===== config.mk =====
export PLATFORM = sky130hd
export DESIGN_NAME = multicycle_control_fsm_flat
export DESIGN_NICKNAME = d
export VERILOG_FILES = /design/src/rtl/multicycle_control_fsm_if.sv /design/src/rtl/multicycle_control_fsm.sv /design/src/flat_wrapper.sv
export SDC_FILE = /design/constraint.sdc
export NUM_CORES = 1
export LEC_CHECK = 0
export CAP_MARGIN = 20
export CORE_AREA = 2 2 93 95
export DETAILED_ROUTE_END_ITERATION = 8
export DIE_AREA = 0 0 95 97
export PLACE_DENSITY = 0.58
export RECOVER_POWER = 50
export SLEW_MARGIN = 20
export SYNTH_ARGS = -nofsm -noshare
export SYNTH_HDL_FRONTEND = slang
export SYNTH_SLANG_ARGS = --single-unit

===== constraint.sdc =====
create_clock -name clk -period 5.3 [get_ports clk]
set_clock_uncertainty 0.05 [all_clocks]
set_input_delay 1.06 -clock clk [delete_from_list [all_inputs] [get_ports clk]]
set_output_delay 1.06 -clock clk [all_outputs]
set_load 0.02 [all_outputs]

===== src/rtl/multicycle_control_fsm_if.sv =====
// -----------------------------------------------------------------------------
// multicycle_control_fsm_if
// Bundle between the multi-cycle control sequencer and the RV32I datapath.
//   master : sequencer side (reads op/zero/mem_ready, drives every control)
//   slave  : datapath/memory side (drives op/zero/mem_ready, reads controls)
// Inputs to sequencer : op[6:0] (IR opcode), zero (ALU flag), mem_ready
// Outputs             : mem_req, mem_write, adr_src, ir_write, pc_write,
//                       alu_src_a, alu_src_b, alu_op, imm_src, result_src,
//                       reg_write, fault, fault_cause, state, instr_retired
// -----------------------------------------------------------------------------
interface multicycle_control_fsm_if #(
  parameter int CNT_W = 32
);
  logic [6:0]       op;
  logic             zero;
  logic             mem_ready;
  logic             mem_req;
  logic             mem_write;
  logic             adr_src;
  logic             ir_write;
  logic             pc_write;
  logic [1:0]       alu_src_a;
  logic [1:0]       alu_src_b;
  logic [1:0]       alu_op;
  logic [1:0]       imm_src;
  logic [1:0]       result_src;
  logic             reg_write;
  logic             fault;
  logic [1:0]       fault_cause;
  logic [3:0]       state;
  logic [CNT_W-1:0] instr_retired;

  modport master (
    input  op, zero, mem_ready,
    output mem_req, mem_write, adr_src, ir_write, pc_write,
           alu_src_a, alu_src_b, alu_op, imm_src, result_src,
           reg_write, fault, fault_cause, state, instr_retired
  );

  modport slave (
    output op, zero, mem_ready,
    input  mem_req, mem_write, adr_src, ir_write, pc_write,
           alu_src_a, alu_src_b, alu_op, imm_src, result_src,
           reg_write, fault, fault_cause, state, instr_retired
  );
endinterface


===== src/rtl/multicycle_control_fsm.sv =====
// -----------------------------------------------------------------------------
// multicycle_control_fsm
// Moore control sequencer for the multi-cycle RV32I core. Steps each
// instruction through FETCH/DECODE/EXECUTE/MEMORY/WRITEBACK, traps on an
// illegal opcode or on memory that stalls too long, and counts retired
// instructions.
// Ports:
//   clk   : core clock, rising edge
//   rst_n : asynchronous active-low reset
//   bus   : multicycle_control_fsm_if.master (opcode/flags in, controls out)
// Parameters:
//   WAIT_LIMIT : max consecutive mem_ready-low cycles in a memory state
//   CNT_W      : width of the retired-instruction counter
// -----------------------------------------------------------------------------
module multicycle_control_fsm #(
  parameter int WAIT_LIMIT = 15,
  parameter int CNT_W      = 32
) (
  input  logic                    clk,
  input  logic                    rst_n,
  multicycle_control_fsm_if.master bus
);

  localparam int WCNT_W = $clog2(WAIT_LIMIT + 1);

  localparam logic [6:0] OP_LOAD  = 7'b0000011;
  localparam logic [6:0] OP_STORE = 7'b0100011;
  localparam logic [6:0] OP_RTYPE = 7'b0110011;
  localparam logic [6:0] OP_ITYPE = 7'b0010011;
  localparam logic [6:0] OP_BEQ   = 7'b1100011;

  typedef enum logic [3:0] {
    FETCH    = 4'd0,
    DECODE   = 4'd1,
    MEMADR   = 4'd2,
    MEMREAD  = 4'd3,
    MEMWB    = 4'd4,
    MEMWRITE = 4'd5,
    EXECR    = 4'd6,
    EXECI    = 4'd7,
    ALUWB    = 4'd8,
    BEQ      = 4'd9,
    TRAP     = 4'd10
  } state_t;

  state_t            state_r;
  state_t            next_state_s;
  logic [WCNT_W-1:0] wait_cnt_r;
  logic [CNT_W-1:0]  retired_r;
  logic              fault_r;
  logic [1:0]        cause_r;
  logic [1:0]        cause_s;
  logic              retire_s;
  logic              timeout_s;
  logic              wait_state_s;

  // Timeout fires only on the limit cycle with memory still not ready.
  assign timeout_s    = (wait_cnt_r == WCNT_W'(WAIT_LIMIT)) && !bus.mem_ready;
  assign wait_state_s = (state_r == FETCH) || (state_r == MEMREAD) || (state_r == MEMWRITE);

  // Next-state and Moore control decode; every output defaults to 0.
  always_comb begin
    next_state_s   = FETCH;
    cause_s        = 2'b00;
    retire_s       = 1'b0;
    bus.mem_req    = 1'b0;
    bus.mem_write  = 1'b0;
    bus.adr_src    = 1'b0;
    bus.ir_write   = 1'b0;
    bus.pc_write   = 1'b0;
    bus.alu_src_a  = 2'b00;
    bus.alu_src_b  = 2'b00;
    bus.alu_op     = 2'b00;
    bus.imm_src    = 2'b00;
    bus.result_src = 2'b00;
    bus.reg_write  = 1'b0;
    case (state_r)
      FETCH: begin
        bus.mem_req   = 1'b1;
        bus.alu_src_b = 2'b10;
        // mem_ready on the limit cycle completes the fetch instead of trapping.
        if (bus.mem_ready) begin
          bus.ir_write   = 1'b1;
          bus.pc_write   = 1'b1;
          bus.result_src = 2'b10;
          next_state_s   = DECODE;
        end else if (timeout_s) begin
          next_state_s = TRAP;
          cause_s      = 2'b10;
        end else begin
          next_state_s = FETCH;
        end
      end
      DECODE: begin
        // Branch target PC+imm is precomputed here into ALUOut.
        bus.alu_src_a = 2'b01;
        bus.alu_src_b = 2'b01;
        bus.imm_src   = 2'b10;
        case (bus.op)
          OP_LOAD, OP_STORE: next_state_s = MEMADR;
          OP_RTYPE:          next_state_s = EXECR;
          OP_ITYPE:          next_state_s = EXECI;
          OP_BEQ:            next_state_s = BEQ;
          default: begin
            next_state_s = TRAP;
            cause_s      = 2'b01;
          end
        endcase
      end
      MEMADR: begin
        bus.alu_src_a = 2'b10;
        bus.alu_src_b = 2'b01;
        if (bus.op == OP_LOAD) begin
          bus.imm_src  = 2'b00;
          next_state_s = MEMREAD;
        end else begin
          bus.imm_src  = 2'b01;
          next_state_s = MEMWRITE;
        end
      end
      MEMREAD: begin
        bus.mem_req = 1'b1;
        bus.adr_src = 1'b1;
        if (bus.mem_ready) begin
          next_state_s = MEMWB;
        end else if (timeout_s) begin
          next_state_s = TRAP;
          cause_s      = 2'b10;
        end else begin
          next_state_s = MEMREAD;
        end
      end
      MEMWB: begin
        bus.result_src = 2'b01;
        bus.reg_write  = 1'b1;
        next_state_s   = FETCH;
        retire_s       = 1'b1;
      end
      MEMWRITE: begin
        bus.mem_req   = 1'b1;
        bus.mem_write = 1'b1;
        bus.adr_src   = 1'b1;
        if (bus.mem_ready) begin
          next_state_s = FETCH;
          retire_s     = 1'b1;
        end else if (timeout_s) begin
          next_state_s = TRAP;
          cause_s      = 2'b10;
        end else begin
          next_state_s = MEMWRITE;
        end
      end
      EXECR: begin
        bus.alu_src_a = 2'b10;
        bus.alu_src_b = 2'b00;
        bus.alu_op    = 2'b10;
        next_state_s  = ALUWB;
      end
      EXECI: begin
        bus.alu_src_a = 2'b10;
        bus.alu_src_b = 2'b01;
        bus.imm_src   = 2'b00;
        bus.alu_op    = 2'b10;
        next_state_s  = ALUWB;
      end
      ALUWB: begin
        bus.result_src = 2'b00;
        bus.reg_write  = 1'b1;
        next_state_s   = FETCH;
        retire_s       = 1'b1;
      end
      BEQ: begin
        bus.alu_src_a  = 2'b10;
        bus.alu_src_b  = 2'b00;
        bus.alu_op     = 2'b01;
        bus.result_src = 2'b00;
        bus.pc_write   = bus.zero;
        next_state_s   = FETCH;
        retire_s       = 1'b1;
      end
      TRAP: begin
        next_state_s = TRAP;
      end
      default: begin
        // Unused encodings recover to FETCH with all controls low.
        next_state_s = FETCH;
      end
    endcase
  end

  // State register.
  always_ff @(posedge clk or negedge rst_n) begin
    if (!rst_n) begin
      state_r <= FETCH;
    end else begin
      state_r <= next_state_s;
    end
  end

  // Memory-wait counter: cleared on any state change, saturates at the limit.
  always_ff @(posedge clk or negedge rst_n) begin
    if (!rst_n) begin
      wait_cnt_r <= {WCNT_W{1'b0}};
    end else if (next_state_s != state_r) begin
      wait_cnt_r <= {WCNT_W{1'b0}};
    end else if (wait_state_s && !bus.mem_ready && (wait_cnt_r != WCNT_W'(WAIT_LIMIT))) begin
      wait_cnt_r <= wait_cnt_r + WCNT_W'(1'b1);
    end else begin
      wait_cnt_r <= wait_cnt_r;
    end
  end

  // Retired-instruction counter, wraps naturally.
  always_ff @(posedge clk or negedge rst_n) begin
    if (!rst_n) begin
      retired_r <= {CNT_W{1'b0}};
    end else if (retire_s) begin
      retired_r <= retired_r + CNT_W'(1'b1);
    end else begin
      retired_r <= retired_r;
    end
  end

  // Sticky fault flag and cause, captured on entry into TRAP.
  always_ff @(posedge clk or negedge rst_n) begin
    if (!rst_n) begin
      fault_r <= 1'b0;
      cause_r <= 2'b00;
    end else if ((state_r != TRAP) && (next_state_s == TRAP)) begin
      fault_r <= 1'b1;
      cause_r <= cause_s;
    end else begin
      fault_r <= fault_r;
      cause_r <= cause_r;
    end
  end

  assign bus.state         = state_r;
  assign bus.fault         = fault_r;
  assign bus.fault_cause   = cause_r;
  assign bus.instr_retired = retired_r;

endmodule


===== src/flat_wrapper.sv =====
// flat-port wrapper written by rule: the top's interface ports become plain ports
module multicycle_control_fsm_flat 
#(
  parameter int WAIT_LIMIT = 15,
  parameter int CNT_W      = 32
)
  (clk, rst_n, bus_op, bus_zero, bus_mem_ready, bus_mem_req, bus_mem_write, bus_adr_src, bus_ir_write, bus_pc_write, bus_alu_src_a, bus_alu_src_b, bus_alu_op, bus_imm_src, bus_result_src, bus_reg_write, bus_fault, bus_fault_cause, bus_state, bus_instr_retired);
  multicycle_control_fsm_if #(.CNT_W(CNT_W)) bus_i ();
  input  logic clk;
  input  logic rst_n;
  input wire logic [$bits(bus_i.op)-1:0] bus_op;
  input wire logic [$bits(bus_i.zero)-1:0] bus_zero;
  input wire logic [$bits(bus_i.mem_ready)-1:0] bus_mem_ready;
  output wire logic [$bits(bus_i.mem_req)-1:0] bus_mem_req;
  output wire logic [$bits(bus_i.mem_write)-1:0] bus_mem_write;
  output wire logic [$bits(bus_i.adr_src)-1:0] bus_adr_src;
  output wire logic [$bits(bus_i.ir_write)-1:0] bus_ir_write;
  output wire logic [$bits(bus_i.pc_write)-1:0] bus_pc_write;
  output wire logic [$bits(bus_i.alu_src_a)-1:0] bus_alu_src_a;
  output wire logic [$bits(bus_i.alu_src_b)-1:0] bus_alu_src_b;
  output wire logic [$bits(bus_i.alu_op)-1:0] bus_alu_op;
  output wire logic [$bits(bus_i.imm_src)-1:0] bus_imm_src;
  output wire logic [$bits(bus_i.result_src)-1:0] bus_result_src;
  output wire logic [$bits(bus_i.reg_write)-1:0] bus_reg_write;
  output wire logic [$bits(bus_i.fault)-1:0] bus_fault;
  output wire logic [$bits(bus_i.fault_cause)-1:0] bus_fault_cause;
  output wire logic [$bits(bus_i.state)-1:0] bus_state;
  output wire logic [$bits(bus_i.instr_retired)-1:0] bus_instr_retired;
  assign bus_i.op = bus_op;
  assign bus_i.zero = bus_zero;
  assign bus_i.mem_ready = bus_mem_ready;
  assign bus_mem_req = bus_i.mem_req;
  assign bus_mem_write = bus_i.mem_write;
  assign bus_adr_src = bus_i.adr_src;
  assign bus_ir_write = bus_i.ir_write;
  assign bus_pc_write = bus_i.pc_write;
  assign bus_alu_src_a = bus_i.alu_src_a;
  assign bus_alu_src_b = bus_i.alu_src_b;
  assign bus_alu_op = bus_i.alu_op;
  assign bus_imm_src = bus_i.imm_src;
  assign bus_result_src = bus_i.result_src;
  assign bus_reg_write = bus_i.reg_write;
  assign bus_fault = bus_i.fault;
  assign bus_fault_cause = bus_i.fault_cause;
  assign bus_state = bus_i.state;
  assign bus_instr_retired = bus_i.instr_retired;
  multicycle_control_fsm #(.WAIT_LIMIT(WAIT_LIMIT), .CNT_W(CNT_W)) u_core (.clk(clk), .rst_n(rst_n), .bus(bus_i));
endmodule

Word level (Yosys, flattened, before mapping)
Cells that the tools add are included.
{ "word_totals": {"reg_bits": 43, "inputBits": 11, "out_inout_bits": 55, "wordCells": 75} }
{ "classes": {"addsub": 2, "n_eq_ne": 20, "muxes": 30, "reduce_logical": 18} }
{ "ops": {"columns": ["operator", "count"], "rows": [
  ["$add A32 B1 Y32 const B", 1],
  ["$mux W4", 8],
  ["$pmux W4 S7", 1],
  ["$pmux W2 S2", 6],
  ["$eq A4 B4 Y1 const B", 5],
  ["$eq A4 B3 Y1 const B", 4],
  ["$pmux W4 S4", 1],
  ["$eq A7 B6 Y1 const B", 2],
  ["$reduce_or A3 Y1", 3],
  ["$eq A4 B2 Y1 const B", 2],
  ["$mux W1", 8],
  ["$ne A4 B4 Y1 const B", 2],
  ["$reduce_or A2 Y1", 4],
  ["$eq A7 B2 Y1 const B", 1],
  ["$eq A7 B5 Y1 const B", 1],
  ["$eq A7 B7 Y1 const B", 1],
  ["$mux W2", 3],
  ["$reduce_or A5 Y1", 1],
  ["$add A4 B1 Y4 const B", 1],
  ["$eq A4 B1 Y1 const B", 1],
  ["$logic_and A1 B1 Y1", 4],
  ["$logic_not A4 Y1", 1],
  ["$ne A4 B4 Y1", 1],
  ["$pmux W1 S2", 2],
  ["5 further kinds", 6]
]} }

Longest topological paths before layout
Gate-level depths: netlist of run 1.
{ "depth": {"word_depth": 7, "mapped_depth": 7, "depth_no_buf": 7} }

Least setup slack after synthesis of run 1
OpenSTA, ideal clock, no wires.
{ "synth_path": {"kind": "reg2out", "from": "register u_core.state_r[1] (netlist: u_core.bus.state[1])", "to": "output bus_pc_write", "arrival_ns": 2.265, "required_time_ns": 4.190, "path_slack_ns": 1.925, "stages_incl_launch_ff": 6, "path_buffers": 2, "path_cell_list": "dfrtp_1 -> buf_2 -> buf_1 -> nor4_1 -> and2_1 -> a21o_1"} }
{ "synth_via": {"elab_chain_cells": 2, "elab_cells_between_ends": 3, "cone_classes": "eq/ne (1); mux (1); reduce/logical (1)"} }
{ "synth_lines": {"columns": ["element", "line", "text"], "rows": [
  ["start, declared", "multicycle_control_fsm.sv:46", "state_t state_r;"],
  ["start signal, assigned", "multicycle_control_fsm.sv:196", "state_r <= next_state_s;"],
  ["$eq A4 B4 Y1 / $logic_not A4 Y1 (equally long branches)", "multicycle_control_fsm.sv:77", "case (state_r)"],
  ["$pmux W1 S2 *", "multicycle_control_fsm.sv:77", null],
  ["end, declared", "flat_wrapper.sv:18", "output wire logic [$bits(bus_i.pc_write)-1:0] bus_pc_write;"]
]} }
Every way passes the cells marked *; elsewhere a longest branch is shown, timed or not.

Worst setup path in the final report of run 1
{ "layout_path": {"from": "input bus_mem_ready", "to": "output bus_pc_write"} }
{ "layout_via": {"elab_chain_cells": 2} }
{ "layout_lines": {"columns": ["element", "line", "text"], "rows": [
  ["start, declared", "flat_wrapper.sv:13", "input wire logic [$bits(bus_i.mem_ready)-1:0] bus_mem_ready;"],
  ["$mux W1", "multicycle_control_fsm.sv:82", "if (bus.mem_ready) begin"],
  ["$pmux W1 S2", "multicycle_control_fsm.sv:77", null]
]} }
No other way between the ends.

==> results.ini, run 1 <==
[grt]
grt_start_max_net_pins=44
grt_usage=0.120
grt_overflow=0
grt_pass1_vias=1838
grt_pass1_wl_mm=8.93
antenna_found_initial=0

[yosys]
synth_edf_count=0
synthFlopType=dfrtp_1
synth_top_area_share=0.452
postSynthCellCount=245
ys_types=51
synth.area.top_cells=dfrtp_1, xnor2_1, xor2_1
syn_avg_cell_area_um2=9.72
yosysSeqAreaShare=0.452
yosysWarnings=0
yosysTopAreaCell=dfrtp_1
async_reset_ff_frac=1.00
mappedNetlistArea_mm2=0.00238
ys_ff_latch=43
synth_fp_nets=258

[placed_design]
io_buffer_count=65
gp_congestion=0.771
hpwl_mm=3.83

[timing]
finalHoldViolations=0
rsz0062_at_grt=no
relSlewSlack=-0.595
post-route-period-util=0.721
drv_slew=44
worstMarginPinSlew_ns=2.39
setup_tns_ns=0
period_needed_ns=3.82
setup_viol=0
timing.fmax_mhz=262

[power]
power.density_mw_per_mm2=414
vdd_drop_max_mv=0.125
p_leak_nw=1.41

[min_path]
min_path_type=reg2reg

[clock_network]
cts-buffers-inserted=5
cts-resized-gates=0
cts_tree=built
clock-root-buffer=clkbuf_8
clockBufferDepth=2
cts_max_level=2
ctsHoldBuffers=0
cts.reportedPaths.clkPinSlew_ns=0.09
cts.sinks=43
cts_setup_buffers=0
clock_latency_ns=0.29

[cells_and_area]
drive_above_1_share=0.0621
fill_cells=831
utilization=0.389
mostFrequentLayoutCells=dfrtp_1, clkdlybuf4s50_1, nor2_1
multi_input_area_mm2=0.00121
areaGrowthSynthToFinish_pct=33.1
diodes=0
final_common_cell=dfrtp_1
ff_latch_area_mm2=0.00108
nNetsFinal=318

[route]
drt_iter0_markers=72
wl_mm=5.47
vias=2005
viasPerCell=4.88
post_drt_wl_per_cell_um=13.3
drc=0
dr.pass1.iters=5
postRouteAntennaNets=0

[die]
rows=33
io_pins=66
initial_core_util=0.293
coreArea_mm2=0.00813
die_area_mm2=0.00922
die_h_um=97
die-width_um=95

[worst_setup_path]
cp.arrival_ns=2.71
path_class=in2out
critPathRequiredTime_ns=4.19
start_kind=input pin
crit_family=buffers and inverters
cpPeakStageDelay_ns=0.73
cp_max_fo=10
cp_num_buf_inv=2
crit_chain=dlygate4sd3_1 -> and2_1 -> a21o_1 -> clkdlybuf4s50_1
end_kind=output port
cp_slowest_cell=dlygate4sd3_1

[run_status]
violations=capacitance limit, slew limit
outcome=finished with violations

[flow_run]
drv_cap=1

cells in the mapped netlist, drive strengths merged (2+ instances only):
cell,n
a211oi,2
mux2i,2
o21ai,7
ha,2
and4,5
a31oi,3
and3b,2
nor3,6
nor2b,3
buf,10
mux2,3
xnor2,20
nand4,8
o22ai,3
dfrtp,43
a21oi,9
nand3,12
and3,8
nor2,28
nand2b,5
and2,3
clkbuf,2
or2,2
nand2,20
or4b,2
inv,5
xor2,16
final cells by class:
type	count	area share
multi-input cells	185	0.383
flip-flops and latches	43	0.340
repair buffers	65	0.203
well taps	105	0.0415
clock buffers	6	0.0229
inverters	5	0.00592
clock inverters	2	0.00395
registers in the layout, indices dropped and copies added, names as in the netlist:
| register | count |
|---|---|
| u_core.bus.fault_cause | 2 |
| u_core.bus.fault | 1 |
| u_core.bus.state | 4 |
| u_core.bus.instr_retired | 32 |
| u_core.wait_cnt_r | 4 |
worst paths after layout:
path	startpoint	to	slack, ns	depth (start not counted)
max in group asynchronous	rst_n	u_core.bus.instr_retired[17]	2.40	1
hold / removal	u_core.bus.instr_retired[31]	u_core.bus.instr_retired[31]	0.42	1
min in group asynchronous	rst_n	u_core.wait_cnt_r[0]	1.43	1
setup reg to reg	u_core.bus.state[1]	u_core.bus.fault_cause[1]	2.66	5
hold reg to reg	u_core.bus.instr_retired[31]	u_core.bus.instr_retired[31]	0.42	1
setup / recovery	bus_mem_ready	bus_pc_write	1.48	4
kinds of logic after synthesis:
family | after synthesis | share of synthesized area
xor gates and xnor gates | 36 | 0.132
muxes | 5 | 0.0242
buffers and inverters | 17 | 0.0357
DFF | 43 | 0.452
AOI/OAI and AO/OA | 32 | 0.0872
and+or+nand+nor | 110 | 0.258
adders and majority gates | 2 | 0.0105
routing by layer:
layer | GRT usage | vias to the layer above | share of wire
met1 | 0.179 | 970 | 0.49
met5 | 0 | - | 0
met2 | 0.173 | 55 | 0.44
met3 | 0.0327 | 5 | 0.065
li1 | - | 975 | -
met4 | 0.0268 | 0 | 0.0055
worst register-to-register path, stage by stage (launching register included):
cell,delay [ns]
dfrtp_1,0.83
or4b_4,0.57
o32a_1,0.37
a21oi_1,0.16
and3b_2,0.24
mux2_4,0.30
where the power goes:
| part | switching (mW) | internal, mW |
|---|---|---|
| Sequential | 0.110 | 0.374 |
| Clock | 0.113 | 0.0922 |
| Combinational | 0.322 | 0.301 |
| Total | 0.545 | 0.767 |
metrics by stage:
step	cells	power [mW]	setup WS, ns	area [µm²]	hold slack (ns)
floorplan	245	0.883	1.93	2380	0.463
global placement	403	1.13	1.58	3090	0.407
detailed placement	403	1.13	1.55	3090	0.407
CTS	411	1.34	1.55	3180	0.428
global route	411	1.40	1.42	3170	0.436
finish	411	1.31	1.48	3170	0.418
No activity file was read; power rests on OpenSTA's default activity.
==> run 2, diff against run 1 <==
--- a/config.mk
+++ b/config.mk
@@ -9,7 +9,7 @@
 export CORE_AREA = 2 2 93 95
 export DETAILED_ROUTE_END_ITERATION = 8
 export DIE_AREA = 0 0 95 97
-export PLACE_DENSITY = 0.58
+export PLACE_DENSITY = 0.6
 export RECOVER_POWER = 50
 export SLEW_MARGIN = 20
 export SYNTH_ARGS = -nofsm -noshare
==> constraint.sdc (replaced) <==
create_clock -name clk -period 3.2 [get_ports clk]
set_clock_uncertainty 0.05 [all_clocks]
set_input_delay 0.64 -clock clk [delete_from_list [all_inputs] [get_ports clk]]
set_output_delay 0.64 -clock clk [all_outputs]
set_load 0.02 [all_outputs]
==> run 2 against run 1 <==
Against the previous run: the flow still finishes with violations (capacitance limit, slew limit); via count down 0.75%; clock power is 60% higher; clock-buffer cell count is 1 higher; sequential power rose by 59%; sequential share of layout area shrank 0.16 points; die area did not move; worst hold slack better by 0.0054 ns; register-to-register slack worse by 2.0 ns; worst setup slack worse by 1.2 ns; sequential cell count is the same; routed wire length shrank 0.35%.
==> results.ini, run 2 (same netlist as run 1, synthesis figures left out) <==
[clock_network]
clock_latency_ns=0.29
cts_max_level=2
cts-resized-gates=0
clock-root-buffer=clkbuf_8
cts_setup_buffers=0
ctsHoldBuffers=0
cts.reportedPaths.clkPinSlew_ns=0.08
cts_tree=built
clockBufferDepth=2
cts-buffers-inserted=5
cts.sinks=43

[cells_and_area]
largest_reg_flops=32
mostFrequentLayoutCells=dfrtp_1, clkdlybuf4s50_1, nor2_1
nNetsFinal=322
areaGrowthSynthToFinish_pct=33.7
final_area_mm2=0.00318
diodes=0
final_common_cell=dfrtp_1
drive_above_1_share=0.0677

[grt]
grt_start_max_net_pins=44
grt_overflow=0
grt_pass1_vias=1874
grt_pass1_wl_mm=9.24
grt_usage=0.125
antenna_found_initial=0

[die]
io_pins=66
die_h_um=97
rows=33
initial_core_util=0.293
coreArea_mm2=0.00813
die_area_mm2=0.00922
die-width_um=95

[timing]
drv_slew=44
rsz0062_at_grt=no
period_needed_ns=2.97
setup_viol=0
finalHoldViolations=0
worstMarginPinSlew_ns=2.27
timing.fmax_mhz=337
setup_tns_ns=0
post-route-period-util=0.927
timing.final.ws_setup_ns=0.235
relSlewSlack=-0.511

[min_path]
min_path_type=reg2reg

[flow_run]
drv_cap=1

[worst_setup_path]
crit_family=buffers and inverters
critPathRequiredTime_ns=2.51
path_class=in2out
crit_chain=dlygate4sd3_1 -> and2_1 -> a21o_1 -> clkdlybuf4s50_1
cp_slowest_cell=dlygate4sd3_1
end_kind=output port
cpPeakStageDelay_ns=0.73
start_kind=input pin
cp_max_fo=10
cp_num_buf_inv=2
cp.arrival_ns=2.28

[route]
viasPerCell=4.80
drt_iter0_markers=71
vias=1990
wl_mm=5.46
dr.pass1.iters=4
postRouteAntennaNets=0
post_drt_wl_per_cell_um=13.1
drc=0

[placed_design]
dpl_cell_area_mm2=0.00312
gp_congestion=0.885
hpwl_mm=4.01
io_buffer_count=65
post-place-ws_ns=0.270

[power]
power.density_mw_per_mm2=686
vdd_drop_max_mv=0.200
p_leak_nw=1.43

[run_status]
outcome=finished with violations
violations=capacitance limit, slew limit

==> run 2: changes by cell type in the layout (fill, tap and decap cells not counted), sizes merged <==
cell,change
buf,+4
clkinvlp,-1
clkbuf,+1
==> run 2: cell type report <==
cell class / instances / area (µm²)
multi-input cells: 185 / 1200
clock inverters: 1 / 5.00
flip-flops and latches: 43 / 1080
inverters: 5 / 18.8
clock buffers: 7 / 76.3
well taps: 105 / 131
fillers: 819 / 4950
repair buffers: 69 / 674
==> run 2: per-layer routing <==
metal	share of wire	GRT usage	up-vias
li1	-	-	986
met1	0.49	0.192	944
met2	0.44	0.176	56
met3	0.062	0.0296	4
met4	0.0059	0.0268	0
met5	0	0	-
==> run 2: final timing paths <==
path                                                   start                           end  slack [ns]  cells after the start
worst min-delay path            u_core.bus.instr_retired[31]  u_core.bus.instr_retired[31]        0.42                      1
worst max register to register           u_core.bus.state[2]  u_core.bus.instr_retired[13]        0.62                      6
max in group asynchronous                              rst_n          u_core.wait_cnt_r[0]        0.84                      1
worst min register to register  u_core.bus.instr_retired[31]  u_core.bus.instr_retired[31]        0.42                      1
min in group asynchronous                              rst_n           u_core.bus.state[2]        0.97                      1
worst max-delay path                           bus_mem_ready                  bus_pc_write        0.23                      4
==> run 2: where the power goes <==
part | total, mW | internal (mW) | leakage, nW | switching [mW]
Clock | 0.327 | 0.153 | 0.0422 | 0.174
Combinational | 1.08 | 0.517 | 0.819 | 0.567
Sequential | 0.771 | 0.620 | 0.567 | 0.150
==> run 2: through the flow <==
stage | hold slack (ns) | cells | utilization | power (mW)
detailed placement | 0.410 | 407 | 0.384 | 1.90
CTS | 0.428 | 415 | 0.394 | 2.24
global placement | 0.411 | 407 | 0.384 | 1.90
finish | 0.423 | 415 | 0.391 | 2.18
global route | 0.448 | 415 | 0.391 | 2.35
floorplan | 0.294 | 245 | - | 1.46
==> run 3, diff against run 2 <==
--- a/config.mk
+++ b/config.mk
@@ -10,7 +10,7 @@
 export DETAILED_ROUTE_END_ITERATION = 8
 export DIE_AREA = 0 0 95 97
 export PLACE_DENSITY = 0.6
-export RECOVER_POWER = 50
+export RECOVER_POWER = 100
 export SLEW_MARGIN = 20
 export SYNTH_ARGS = -nofsm -noshare
 export SYNTH_HDL_FRONTEND = slang
==> run 3 against run 2 <==
Against the previous run: the run still ends with capacitance limit, slew limit left; global-route usage unchanged; final area down 0.47%; sequential power about the same; clock power about the same; critical path depth unchanged; cell count unchanged.
==> results.ini, run 3 (same netlist as run 1, synthesis figures left out) <==
[run_status]
outcome=finished with violations
violations=capacitance limit, slew limit

[route]
viasPerCell=4.80
route.met3.wl_um=353
wl_met2_mm=2.36
dr.pass1.iters=4
drc=0
postRouteAntennaNets=0
vias=1994
post_drt_wl_per_cell_um=13.2
drt_iter0_markers=68
top_layer_used=met4
wl_mm=5.47
drt-met1-wl_mm=2.72

[clock_network]
clock-root-buffer=clkbuf_8
cts-resized-gates=0
cts-buffers-inserted=5
ctsHoldBuffers=0
cts.sinks=43
cts_max_level=2
cts_tree=built
cts_setup_buffers=0
clockBufferDepth=2
clock_latency_ns=0.29
cts.reportedPaths.clkPinSlew_ns=0.08

[timing]
period_needed_ns=3.02
setup_viol=0
finalHoldViolations=0
timing.fmax_mhz=331
drv_slew=44
worstMarginPinSlew_ns=2.25
relSlewSlack=-0.502
setup_tns_ns=0
post-route-period-util=0.945
hold_slack_ns=0.423
timing.final.ws_setup_ns=0.177
rsz0062_at_grt=no

[cells_and_area]
nNetsFinal=322
fill_cells=825
largest_reg_flops=32
areaGrowthSynthToFinish_pct=33.1
final_common_cell=dlygate4sd3_1
multi_input_area_mm2=0.00119
drive_above_1_share=0.0548
diodes=0
ff_latch_area_mm2=0.00108
mostFrequentLayoutCells=dlygate4sd3_1, dfrtp_1, nor2_1

[die]
die-width_um=95
die_area_mm2=0.00922
rows=33
coreArea_mm2=0.00813
die_h_um=97
io_pins=66
initial_core_util=0.293

[worst_setup_path]
cp.arrival_ns=2.33
start_kind=input pin
cp_slowest_cell=dlygate4sd3_1
path_class=in2out
critPathRequiredTime_ns=2.51
cp_num_buf_inv=2
cpPeakStageDelay_ns=0.73
crit_top_cell=dlygate4sd3_1
cp_max_fo=10
end_kind=output port
crit_family=buffers and inverters
crit_chain=dlygate4sd3_1 -> and2_1 -> a21o_1 -> dlygate4sd3_1

[grt]
grt_pass1_vias=1874
grt_start_max_net_pins=44
grt_overflow=0
grt_pass1_wl_mm=9.24
grt_usage=0.125
antenna_found_initial=0

[power]
intPower_mw=1.24
power_frac_seq=0.363
sw_frac_of_total=0.417
p_switching_mw=0.884
p_leak_nw=1.49
clockPowerShare=0.155
power.density_mw_per_mm2=669
p_comb_frac=0.483
vdd_drop_max_mv=0.193
p_total_mw=2.12

[flow_run]
drv_cap=1

[placed_design]
io_buffer_count=65
gp_congestion=0.885
hpwl_mm=4.01
post-place-ws_ns=0.270

[min_path]
min_path_type=reg2reg

-- run 3: changes by cell type in the layout (fill, tap and decap cells not counted) --
cell,before,now
and3b_1,1,2
buf_4,4,3
nand4_2,1,0
mux2_4,1,0
clkdlybuf4s50_1,42,9
mux2_1,0,1
dlygate4sd3_1,22,55
clkbuf_1,3,4
and2_1,3,2
nand4_1,7,8
and3b_2,1,0
and2_0,0,1
-- run 3: power groups by stage --
stage	logic (mW)	clock network (mW)	registers, mW
floorplan	0.677	0	0.786
global placement	1.12	0	0.780
detailed placement	1.12	0	0.783
CTS	1.12	0.348	0.772
global route	1.13	0.374	0.789
finish	1.02	0.328	0.769
-- run 3: final timing paths --
| path | end | startpoint | slack, ns | cells after the start |
|---|---|---|---|---|
| setup / recovery | bus_pc_write | bus_mem_ready | 0.18 | 4 |
| hold / removal | u_core.bus.instr_retired[31] | u_core.bus.instr_retired[31] | 0.42 | 1 |
| setup reg to reg | u_core.bus.instr_retired[13] | u_core.bus.state[2] | 0.53 | 6 |
| hold reg to reg | u_core.bus.instr_retired[31] | u_core.bus.instr_retired[31] | 0.42 | 1 |
| max in group asynchronous | u_core.wait_cnt_r[0] | rst_n | 0.85 | 1 |
| min in group asynchronous | u_core.bus.state[2] | rst_n | 0.96 | 1 |
-- run 3: routing by layer --
| metal | vias up | global-route usage |
|---|---|---|
| met4 | 0 | 0.0268 |
| met2 | 63 | 0.176 |
| met3 | 5 | 0.0296 |
| met1 | 933 | 0.192 |
| met5 | - | 0 |
| li1 | 993 | - |
-- run 3: area by class of cell --
cell class / count / area share
repair buffers: 69 / 0.212
multi-input cells: 185 / 0.376
flip-flops and latches: 43 / 0.340
clock inverters: 1 / 0.00158
clock buffers: 7 / 0.0241
inverters: 5 / 0.00592
well taps: 105 / 0.0415
-- run 3: metrics by stage --
stage / area (µm²) / std cells / util
final: 3170 / 415 / 0.389
after global routing: 3170 / 415 / 0.389
after CTS: 3200 / 415 / 0.394
after detailed placement: 3120 / 407 / 0.384
after global placement: 3120 / 407 / 0.384
after floorplan: 2380 / 245 / -
==> RTL change 1, RTL diff (settings of run 2) <==
`CNT_W` is set to 32 in 3 places; all go to 36.
--- a/src/rtl/multicycle_control_fsm_if.sv
+++ b/src/rtl/multicycle_control_fsm_if.sv
@@ -11,3 +11,3 @@
 interface multicycle_control_fsm_if #(
-  parameter int CNT_W = 32
+  parameter int CNT_W = 36
 );
--- a/src/rtl/multicycle_control_fsm.sv
+++ b/src/rtl/multicycle_control_fsm.sv
@@ -16,3 +16,3 @@
   parameter int WAIT_LIMIT = 15,
-  parameter int CNT_W      = 32
+  parameter int CNT_W      = 36
 ) (
--- a/src/flat_wrapper.sv
+++ b/src/flat_wrapper.sv
@@ -4,3 +4,3 @@
   parameter int WAIT_LIMIT = 15,
-  parameter int CNT_W      = 32
+  parameter int CNT_W      = 36
 )
Ports: changed (resized bus_instr_retired); port bits go from 66 to 70. The function was not compared with the original's and may differ.
==> RTL change 1 against run 2 <==
Total power is 8.7% higher. Area after synthesis is 10% higher. Setup slack lost 0.062 ns. Register-to-register slack improved by 0.15 ns. Wire length rose by 13%. Sequential cell count increased by 4. Count of clock-buffer cells in the layout is 2 lower. Cell area rose by 11%. Critical path type is now register to output port.
==> RTL change 1: results <==
[synth]
syn-num-nets = 278
synth_cell_types = 56
synth.area.top_cells = dfrtp_1 45%, xnor2_1 12%, nand4_1 3.8%
synthArstFlopShare_pct = 100
synthTopCellsByCount = 47 x dfrtp_1, 37 x xnor2_1, 17 x nand3_1, 16 x nand4_1, 15 x nor2_1
ys_seq_area_share_pct = 44.8
ys_warn_count = 0

[detailed_routing]
wl_met2_microns = 2690
detail_route.wl_per_cell_microns = 14.2
firstDrtPassIters = 4
wl_met1_microns = 3110
vias = 2213
maxUsedRoutingLayer = met4
drt_iter0_drc = 86
route.met3.wl_microns = 321

[placement]
dp_hpwl_microns = 4350
placed_area_sq_um = 3390
gp_congestion = 0.824
dp_worst_setup_slack_ns = 0.380
port-buffer-count = 69

[final_layout]
layout-drive-gt1-share_pct = 7.29
largest_register_ffs = 36
final_nets = 341
diodes = 0

[clock_network]
ctsResizeCount = 0
cts_max_level = 2
cts_setup_buffers = 0
root_buffer = clkbuf_8
clk_latency_ns = 0.29
clk_pin_slew_ns = 0.09
numCtsBuffers = 5
clockBufferDepth = 2

[hold_path]
hold_path_class = register to register

[pwr]
ir_drop_v = 0.000224
p_leak_nw = 1.48

[grt]
track_usage_pct = 14.0
antenna_found_initial = 0
grt_pass1_vias = 2074
grt_pass1_wl_microns = 10500
grt_max_degree = 48

[timing]
worst_pin_slew_ns = 1.18

[run_status]
status = complete, no violations

[setup_path]
cp_max_fo = 19
slowest_stage = or4b_1
crit_path_max_incr_delay_ns = 0.70
crit_arrival_ns = 2.34
[RTL change 1: cell count changes in the layout (fill, tap and decap cells not counted), sizes merged, moves of 3 or more]
cell / run 2 / this run
xor2: 16 / 4
nand2: 20 / 10
nand4: 8 / 16
dfrtp: 43 / 47
nor4: 1 / 4
nand3: 12 / 17
nor2: 28 / 15
clkdlybuf4s50: 42 / 45
o22ai: 3 / 0
xnor2: 20 / 37
nor3: 6 / 14
[RTL change 1: cell type report]
cell class,instances,area [sq um]
sequential,47,1180
inverter,6,23.8
tap,105,131
clock inverter,3,67.6
timing repair buffer,73,716
clock buffer,5,68.8
fill,809,4620
multi-input combinational,195,1340
[RTL change 1: cells by family (layout without fill, tap and decap cells)]
logic type,count (synthesis),after routing,share of synthesized area [%]
AOI/OAI and AO/OA,33,33,8.67
and+or+nand+nor,116,116,26.2
muxes,2,2,0.810
xor gates and xnor gates,41,41,13.7
DFF,47,47,44.8
buffers and inverters,23,87,4.52
adders and majority gates,3,3,1.33
[RTL change 1: worst paths after layout]
path	start	endpoint	slack, ns	depth (start not counted)
hold / removal	u_core.bus.fault	u_core.bus.fault	0.42	1
setup / recovery	u_core.bus.state[2]	bus_alu_src_a[0]	0.17	3
hold reg to reg	u_core.bus.fault	u_core.bus.fault	0.42	1
max in group asynchronous	rst_n	u_core.bus.instr_retired[25]	1.86	1
setup reg to reg	u_core.bus.state[2]	u_core.wait_cnt_r[1]	0.77	5
min in group asynchronous	rst_n	u_core.bus.instr_retired[28]	0.53	1
[RTL change 1: routing by layer]
layer	vias up	track usage, %
li1	1069	-
met5	-	0
met3	2	3.74
met4	0	3.12
met2	59	20.0
met1	1083	21.1
[RTL change 1: metrics by stage]
step                      total power [mW]  std cells  utilization, %
after floorplan                       1.49        265               -
after global placement                1.90        426            41.6
after detailed placement              1.91        426            41.6
after CTS                             2.43        434            43.3
after global routing                  2.54        434            43.3
final                                 2.37        434            43.3
[RTL change 1: power by group]
part	total (mW)	internal [mW]	switching [mW]
combinational	1.06	0.490	0.567
clock	0.508	0.311	0.196
sequential	0.809	0.665	0.144
total	2.37	1.47	0.907
[RTL change 1: worst max-delay path, delay by kind of cell, from the launching register on]
family                 cells  cell delay (ns)
buffers and inverters      2             0.71
DFF                        1             0.63
and+or+nand+nor            1             0.70
==> RTL change 2, RTL diff (flow settings as in run 2) <==
Made on the original files. Make the reset (`rst_n`) synchronous in 4 clocked blocks. Comments in the files are not updated.
--- a/src/rtl/multicycle_control_fsm.sv
+++ b/src/rtl/multicycle_control_fsm.sv
@@ -191,3 +191,3 @@
   // State register.
-  always_ff @(posedge clk or negedge rst_n) begin
+  always_ff @(posedge clk) begin
     if (!rst_n) begin
@@ -200,3 +200,3 @@
   // Memory-wait counter: cleared on any state change, saturates at the limit.
-  always_ff @(posedge clk or negedge rst_n) begin
+  always_ff @(posedge clk) begin
     if (!rst_n) begin
@@ -213,3 +213,3 @@
   // Retired-instruction counter, wraps naturally.
-  always_ff @(posedge clk or negedge rst_n) begin
+  always_ff @(posedge clk) begin
     if (!rst_n) begin
@@ -224,3 +224,3 @@
   // Sticky fault flag and cause, captured on entry into TRAP.
-  always_ff @(posedge clk or negedge rst_n) begin
+  always_ff @(posedge clk) begin
     if (!rst_n) begin
Check against the original RTL: differs if rst_n is asserted again (counterexample within 4 cycles, from zero or initial values and one cycle with rst_n low); with rst_n held inactive, the same outputs for 10 cycles.
==> RTL change 2 against run 2 <==
Global-route usage grew 2.1 points. Area after synthesis up 4.6%. Die area stayed put. Sequential cell count stayed put. Wire length is 19% higher. Synthesized cell count increased by 25%. Final cell count is 14% higher. Cell area up 5.2%. Setup slack better by 0.053 ns. Count of clock-buffer cells in the layout decreased by 1. Fmax increased by 1.8%. Critical path type is now register to output port. Highest routed layer unchanged.
Power is not compared: it rests on default switching activity, and its combinational part moved more than twofold at a synthesized area within 25%.
==> RTL change 2: results <==
[detailed_routing]
detail_route.wl_per_cell_microns = 13.7
wl_met2_microns = 3000
routed_wl_microns = 6490

[final_layout]
layout-drive-gt1-share_pct = 5.98
nFillCells = 852

[hold_path]
worstHoldStart = u_core.bus.fault_cause[1]

[run_status]
status = complete, no violations

[timing]
worst_pin_slew_ns = 0.687
timing.fmax_mhz = 343
holdWs_ns = 0.421

[grt]
grt_max_degree = 35
use_met1_pct = 20.1
gr-usage-met3_pct = 3.43
grt_pass1_vias = 2343

[synth]
syn_inst = 306
synth_fa_ha_area_share_pct = 1.46
synth.area.top_cells = dfxtp_1 35%, o31ai_1 5.4%, or4_1 5.1%
synth_compound_area_share_pct = 19.2
syn-num-nets = 319
muxShareOfSynthArea_pct = 0.804
synth_xor_area_share_pct = 5.63

[setup_path]
crit_arrival_ns = 2.22
crit_path_max_incr_delay_ns = 0.59

[placement]
gp_congestion = 0.851
dp_hpwl_microns = 4700
placed_area_sq_um = 3250
RTL change 2: cell count changes after synthesis, sizes merged, moves of 14 or more:
cell   before  now
dfxtp       0   43
a21oi       9   23
or4         0   17
o31ai       0   18
dfrtp      43    0
RTL change 2: worst register-to-register path: cells and delay by family, from the launching register on:
kind,cells,cell delay [ns]
buffers and inverters,1,0.22
AND/OR/NAND/NOR,3,1.37
flip-flops,1,0.46
AO/OA/AOI/OAI,2,0.35
RTL change 2: path summary, 6_finish.rpt:
check,to,cells after the start
worst min register to register,u_core.bus.fault_cause[1],1
worst max register to register,u_core.bus.instr_retired[18],6
worst max-delay path,bus_pc_write,5
worst min-delay path,u_core.bus.fault_cause[1],1
RTL change 2: cell type report:
cell class              count  area (sq um)  share of cell area [%]
repair buffers             78           739                    22.1
inverters                  12          45.0                    1.35
clock inverters             1          30.0                   0.897
flip-flops and latches     43           861                    25.7
well taps                 105           131                    3.92
multi-input cells         228          1470                    43.9
clock buffers               6          72.6                    2.17
